### config.mk
export PLATFORM = sky130hd
export DESIGN_NAME = cache_ctrl_sa_wb
export DESIGN_NICKNAME = d
export VERILOG_FILES = /design/src/rtl/cache_ctrl_sa_wb.sv
export SDC_FILE = /design/constraint.sdc
export NUM_CORES = 2
export LEC_CHECK = 0
export CAP_MARGIN = 20
export CORE_UTILIZATION = 30
export DETAILED_ROUTE_END_ITERATION = 10
export PLACE_DENSITY = 0.56
export SLEW_MARGIN = 20
export SYNTH_ARGS = -nofsm -noshare
export SYNTH_HDL_FRONTEND = slang
export SYNTH_SLANG_ARGS = --single-unit
export TNS_END_PERCENT = 30
### constraint.sdc
create_clock -name CLK -period 99.4 [get_ports CLK]
set_input_delay 19.88 -clock CLK [delete_from_list [all_inputs] [get_ports CLK]]
set_output_delay 19.88 -clock CLK [all_outputs]
set_load 0.02 [all_outputs]
### src/rtl/cache_ctrl_sa_wb.sv
// cache_ctrl_sa_wb: N-way set-associative, write-back, write-allocate cache controller.
// Holds the tag/valid/dirty/age arrays. Steers an external data array and a
// line-granular memory port. Sits between the CPU memory stage and main memory.
//
// Ports
//   CLK, reset            clock (rising edge), asynchronous active-high reset
//   rden, wen, addr       CPU request; rden&wen together is treated as a write
//   busy                  stall to CPU
//   hit                   one-cycle pulse when a request completes as a hit
//   way_sel               way for the data-array access or line fill
//   data_we               write the CPU word into the data array (way_sel, addr)
//   line_fill             load the memory line into the data array (way_sel, index)
//   mem_req, mem_we       memory request (held until mem_ready); 1=writeback, 0=fetch
//   mem_addr              line-aligned memory address
//   mem_ready             memory has finished the current line
//   hit_count, miss_count performance counters
//
// Build option: define CACHE_PERF_CNT_EN to enable the saturating hit/miss counters;
// without it both counters read 0 and no counter flops exist.
//
// Outputs are decoded from the registered state and arrays. The hit pulse and the
// miss stall must appear in the COMPARE cycle itself, and mem_req must drop as soon
// as reset is asserted.

module cache_ctrl_sa_wb #(
    parameter int unsigned ADDR_W     = 32,
    parameter int unsigned WAYS       = 2,
    parameter int unsigned SETS       = 16,
    parameter int unsigned LINE_BYTES = 16
) (
    input  logic                    CLK,
    input  logic                    reset,
    input  logic                    rden,
    input  logic                    wen,
    input  logic [ADDR_W-1:0]       addr,
    output logic                    busy,
    output logic                    hit,
    output logic [$clog2(WAYS)-1:0] way_sel,
    output logic                    data_we,
    output logic                    line_fill,
    output logic                    mem_req,
    output logic                    mem_we,
    output logic [ADDR_W-1:0]       mem_addr,
    input  logic                    mem_ready,
    output logic [31:0]             hit_count,
    output logic [31:0]             miss_count
);

    localparam int unsigned OFF_W  = $clog2(LINE_BYTES);
    localparam int unsigned IDX_W  = $clog2(SETS);
    localparam int unsigned WAY_W  = $clog2(WAYS);
    localparam int unsigned TAG_W  = ADDR_W - IDX_W - OFF_W;
    localparam int unsigned LINE_W = ADDR_W - OFF_W;

    localparam logic [1:0] S_IDLE      = 2'd0;
    localparam logic [1:0] S_COMPARE   = 2'd1;
    localparam logic [1:0] S_WRITEBACK = 2'd2;
    localparam logic [1:0] S_REFILL    = 2'd3;

    logic [1:0]        state_q, state_d;

    // Latched request (line address only) and victim way
    logic [LINE_W-1:0] req_line_q;
    logic              req_we_q;
    logic [WAY_W-1:0]  victim_q;

    logic [TAG_W-1:0]  tag_q   [SETS][WAYS];
    logic [WAYS-1:0]   valid_q [SETS];
    logic [WAYS-1:0]   dirty_q [SETS];
    logic [WAY_W-1:0]  age_q   [SETS][WAYS];

    logic [IDX_W-1:0]  req_idx;
    logic [TAG_W-1:0]  req_tag;

    logic              lookup_hit;
    logic [WAY_W-1:0]  lookup_way;
    logic              inv_found;
    logic [WAY_W-1:0]  victim_c;

    logic              latch_req, latch_victim, set_dirty, clr_dirty, fill, lru_upd;
    logic [WAY_W-1:0]  lru_way;

    // Byte offset is only meaningful to the external data array
    logic              unused_off_c;
    assign unused_off_c = ^addr[OFF_W-1:0];

    assign req_idx = req_line_q[IDX_W-1:0];
    assign req_tag = req_line_q[LINE_W-1 -: TAG_W];

    // Tag lookup and victim choice for the latched request
    always_comb begin
        lookup_hit = 1'b0;
        lookup_way = '0;
        for (int w = 0; w < WAYS; w++) begin
            if (valid_q[req_idx][w] && (tag_q[req_idx][w] == req_tag)) begin
                lookup_hit = 1'b1;
                lookup_way = WAY_W'(w);
            end
        end
        // Lowest-index invalid way first, otherwise the oldest way
        inv_found = 1'b0;
        victim_c  = '0;
        for (int w = WAYS - 1; w >= 0; w--) begin
            if (!valid_q[req_idx][w]) begin
                inv_found = 1'b1;
                victim_c  = WAY_W'(w);
            end
        end
        if (!inv_found) begin
            for (int w = 0; w < WAYS; w++) begin
                if (age_q[req_idx][w] == WAY_W'(WAYS - 1)) begin
                    victim_c = WAY_W'(w);
                end
            end
        end
    end

    // State register
    always_ff @(posedge CLK or posedge reset) begin
        if (reset) begin
            state_q <= S_IDLE;
        end else begin
            state_q <= state_d;
        end
    end

    // Next state, outputs and array-update strobes
    always_comb begin
        state_d      = state_q;
        busy         = 1'b0;
        hit          = 1'b0;
        way_sel      = '0;
        data_we      = 1'b0;
        line_fill    = 1'b0;
        mem_req      = 1'b0;
        mem_we       = 1'b0;
        mem_addr     = '0;
        latch_req    = 1'b0;
        latch_victim = 1'b0;
        set_dirty    = 1'b0;
        clr_dirty    = 1'b0;
        fill         = 1'b0;
        lru_upd      = 1'b0;
        lru_way      = '0;
        case (state_q)
            S_IDLE: begin
                if (rden || wen) begin
                    latch_req = 1'b1;
                    state_d   = S_COMPARE;
                end
            end
            S_COMPARE: begin
                if (lookup_hit) begin
                    hit       = 1'b1;
                    way_sel   = lookup_way;
                    data_we   = req_we_q;
                    set_dirty = req_we_q;
                    lru_upd   = 1'b1;
                    lru_way   = lookup_way;
                    state_d   = S_IDLE;
                end else begin
                    busy         = 1'b1;
                    latch_victim = 1'b1;
                    if (valid_q[req_idx][victim_c] && dirty_q[req_idx][victim_c]) begin
                        state_d = S_WRITEBACK;
                    end else begin
                        state_d = S_REFILL;
                    end
                end
            end
            S_WRITEBACK: begin
                busy     = 1'b1;
                mem_req  = 1'b1;
                mem_we   = 1'b1;
                way_sel  = victim_q;
                mem_addr = {tag_q[req_idx][victim_q], req_idx, OFF_W'(0)};
                if (mem_ready) begin
                    clr_dirty = 1'b1;
                    state_d   = S_REFILL;
                end
            end
            S_REFILL: begin
                busy     = 1'b1;
                mem_req  = 1'b1;
                way_sel  = victim_q;
                mem_addr = {req_line_q, OFF_W'(0)};
                if (mem_ready) begin
                    line_fill = 1'b1;
                    fill      = 1'b1;
                    lru_upd   = 1'b1;
                    lru_way   = victim_q;
                    state_d   = S_COMPARE;
                end
            end
            default: state_d = S_IDLE;
        endcase
    end

    // Request latch, tag/valid/dirty/age arrays
    always_ff @(posedge CLK or posedge reset) begin
        if (reset) begin
            req_line_q <= '0;
            req_we_q   <= 1'b0;
            victim_q   <= '0;
            for (int s = 0; s < SETS; s++) begin
                valid_q[s] <= '0;
                dirty_q[s] <= '0;
                for (int w = 0; w < WAYS; w++) begin
                    tag_q[s][w] <= '0;
                    age_q[s][w] <= WAY_W'(w);
                end
            end
        end else begin
            if (latch_req) begin
                req_line_q <= addr[ADDR_W-1:OFF_W];
                req_we_q   <= wen;
            end
            if (latch_victim) begin
                victim_q <= victim_c;
            end
            if (clr_dirty) begin
                dirty_q[req_idx][victim_q] <= 1'b0;
            end
            if (fill) begin
                tag_q[req_idx][victim_q]   <= req_tag;
                valid_q[req_idx][victim_q] <= 1'b1;
                dirty_q[req_idx][victim_q] <= 1'b0;
            end
            if (set_dirty) begin
                dirty_q[req_idx][lookup_way] <= 1'b1;
            end
            // Ages stay a permutation: younger-than-touched ways grow older by one
            if (lru_upd) begin
                for (int w = 0; w < WAYS; w++) begin
                    if (age_q[req_idx][w] < age_q[req_idx][lru_way]) begin
                        age_q[req_idx][w] <= age_q[req_idx][w] + WAY_W'(1);
                    end
                end
                age_q[req_idx][lru_way] <= '0;
            end
        end
    end

`ifdef CACHE_PERF_CNT_EN
    logic        retry_q;
    logic [31:0] hit_cnt_q, miss_cnt_q;

    // Saturating counters; the hit that follows a refill is the retry, not a new hit
    always_ff @(posedge CLK or posedge reset) begin
        if (reset) begin
            retry_q    <= 1'b0;
            hit_cnt_q  <= '0;
            miss_cnt_q <= '0;
        end else begin
            if (line_fill) begin
                retry_q <= 1'b1;
            end else if (hit) begin
                retry_q <= 1'b0;
            end
            if (hit && !retry_q && (hit_cnt_q != 32'hFFFF_FFFF)) begin
                hit_cnt_q <= hit_cnt_q + 32'd1;
            end
            if ((state_q == S_COMPARE) && !lookup_hit && (miss_cnt_q != 32'hFFFF_FFFF)) begin
                miss_cnt_q <= miss_cnt_q + 32'd1;
            end
        end
    end

    assign hit_count  = hit_cnt_q;
    assign miss_count = miss_cnt_q;
`else
    assign hit_count  = '0;
    assign miss_count = '0;
`endif

endmodule

==> metrics.txt <==
status finished clean; # nets final 3650; switch share 0.402; TritonCTS clock tree built; max_slew headroom 0.105; Clock Sinks 896; Critical Path Fanout Max 5; Die W 385 um; Finished Cell Area 0.0496 mm^2; Gate power share 0.414; CP Data Arrival Time 21.69 ns; Gate Count Post-Synth 3662; Die Area 0.148 mm^2; Clock Skews 0.0296 ns; CP max stage cell clkdlybuf4s50_1; CP peak stage delay 0.67 ns; Period minus WS final 41.57 ns; CP required 79.52 ns; Fmax 24.1 MHz; htree depth 3; most frequent cells in the layout dfrtp_1, mux2_2, nand2_1, o21ai_0, mux2i_1; most common cell after layout, fill and taps aside dfrtp_1; Final ANT Viol Nets 0; row cnt 140; Max-cap violations 0; Max Slew Vio Count 0; GRT overflow 0; buffer count from post-CTS setup fixing 0; PwrDens 31.8 mW/mm^2; Netlist cell types 82; clock root buffer clkbuf_16; Worst Setup Start Kind input port; Final Cycle Share 0.418; Setup TNS Final 0 ns; first-pass GRT wire length 215000 um; largest net degree at the start of global routing 181; R2R cell count 13; Crit Path Class input port to output port; layout cells sized above 1 0.301; post-CTS sizing 0; total wire length 147000 um; ys async rst share 1.00; Hold Crit Start age_q[8]$_DFFE_PP1P_; Area Growth Syn to Fin 12.8%; Detailed Route Iter0 Violations 2870; Seq/Total Area, Yosys 0.510; CP endpoint kind output port; Yosys warning total 0; DP Area 0.0462 mm^2; Worst-path clk slew 0.06 ns; I/O pin total 140; family with the most delay on the worst path buffers and inverters; CTS Buffer Depth 3; Seq cells post-synth 896; Final Hold Viols 0; port bufs 67; Initial Utilization 0.302; worst slew pin tran 1.31 ns; VDD IR-drop max 0.0000228 V; Avg Inst Size Synth 12.0 um^2; routed vias/inst 5.37; CP cell instances clkdlybuf4s50_1 > nand2_1 > inv_1 > clkdlybuf4s50_1; clk_lat worst skew 0.70 ns; detailed placer's ending HPWL 86400 um; post-synthesis instance area 0.0440 mm^2; final setup vio count 0; number of synthesized flops with an enable pin 0; Top FF cell, synth dfrtp_1; FF-to-FF Start req_line_q[3]$_DFFE_PP0P_; Layout Utilization 0.341; Final Wtd Congestion 0.890; core area 0.146 mm^2; DRC Markers 0; Clock power frac 0.241; hold buffer count at CTS 0; initial antenna violation count 1; Reg power frac 0.345; Switching Power 0.000635 W; Tot GR Track Use 0.199; Levels on crit path 4; most used cell, CP clkdlybuf4s50_1; setup repair after global routing missed its margin no; Routed wire per std cell 26.3 um; crit path launch mem_ready; Critical path buffers and inverters 3; DR vias 30131; hold depth 2; CTS Buf Count 100; total iterations of the first detailed-routing run 7; Die Span Y 385 um; leakage power total 22.2 nW; Int Power 0.000944 W; vias in the first global route 29244; Fill cells 14400; HP Class flop to flop
## worst paths after layout
path | end | slack (ns)
worst min register to register | age_q[8]$_DFFE_PP1P_ | 0.46
min in group asynchronous | tag_q[363]$_DFFE_PP0P_ | 19.76
worst max register to register | age_q[5]$_DFFE_PP0P_ | 91.76
worst max-delay path | line_fill | 57.83
worst min-delay path | age_q[8]$_DFFE_PP1P_ | 0.46
max in group asynchronous | tag_q[234]$_DFFE_PP0P_ | 76.53
## cells by family (layout without fill, tap and decap cells)
group                    after synthesis  after routing  share of synthesized area
adder cells (fa/ha/maj)                5              5                    0.00142
buffers and inverters                459            423                     0.0530
AO/OA/AOI/OAI                        677            677                     0.0923
multiplexers                         909            909                      0.270
XOR/XNOR                              36             36                    0.00717
other                                  1             69                  0.0000853
flip-flops                           896            896                      0.510
AND/OR/NAND/NOR                      679            679                     0.0660
## registers in the layout, summed over array words and instances, names as in the netlist
name / cells
valid_q: 32
tag_q: 768
victim_q: 1
req_we_q: 1
age_q: 32
dirty_q: 32
state_q: 2
req_line_q: 28
## metrics by stage
step | hold WS (ns) | total power, W | cells | setup slack, ns
detailed placement | 0.448 | 0.00119 | 5423 | 57.82
global placement | 0.445 | 0.00118 | 5423 | 57.82
CTS | 0.463 | 0.00158 | 5610 | 57.81
floorplan | 0.429 | 0.000967 | 3729 | 54.36
global route | 0.471 | 0.00165 | 5610 | 57.76
finish | 0.463 | 0.00158 | 5611 | 57.83
## per-layer routing
| metal | vias up | track usage | share of wire | wire (um) |
|---|---|---|---|---|
| li1 | 12879 | - | - | - |
| met1 | 15836 | 0.282 | 0.45 | 66300 |
| met2 | 1172 | 0.304 | 0.45 | 65800 |
| met3 | 244 | 0.0393 | 0.072 | 10600 |
| met4 | 0 | 0.0622 | 0.032 | 4710 |
| met5 | - | 0 | 0 | 0 |
## cell type report
class                   count  area [um^2]  area share
flip-flops and latches    896        22500       0.453
multi-input cells        2374        19600       0.395
clock buffers             155         3000      0.0606
well taps                1917         2400      0.0484
repair buffers            177         1540      0.0310
clock inverters            32          352     0.00709
inverters                  59          230     0.00464
diodes                      1         2.50   0.0000505
## synthesized netlist by cell type, types with 26 or more instances
cell	number	share of area
a21oi_1	47	0.0053
buf_6	26	0.0067
buf_2	27	0.0031
a22oi_1	43	0.0073
o21ai_0	406	0.046
xnor2_1	27	0.0054
dfrtp_1	880	0.50
o22ai_1	34	0.0048
buf_4	85	0.015
inv_1	56	0.0048
mux2i_1	153	0.035
mux4_2	138	0.071
nor2_1	99	0.0085
nand2_1	440	0.038
mux2_2	601	0.15
clkbuf_1	249	0.021
## power groups by stage
| stage | sequential, W | clock [W] | combinational, W |
|---|---|---|---|
| floorplan | 0.000512 | 0 | 0.000454 |
| global placement | 0.000544 | 0 | 0.000640 |
| detailed placement | 0.000549 | 0 | 0.000644 |
| CTS | 0.000543 | 0.000386 | 0.000647 |
| global route | 0.000557 | 0.000401 | 0.000691 |
| finish | 0.000545 | 0.000381 | 0.000654 |
## worst min-delay path, delay by kind of cell (launching register included)
family          cells  cell delay (ns)
compound gates      1             0.05
buf+inv             1             0.04
flops               1             0.37
Note: power is estimated with default switching activity, not from simulation.
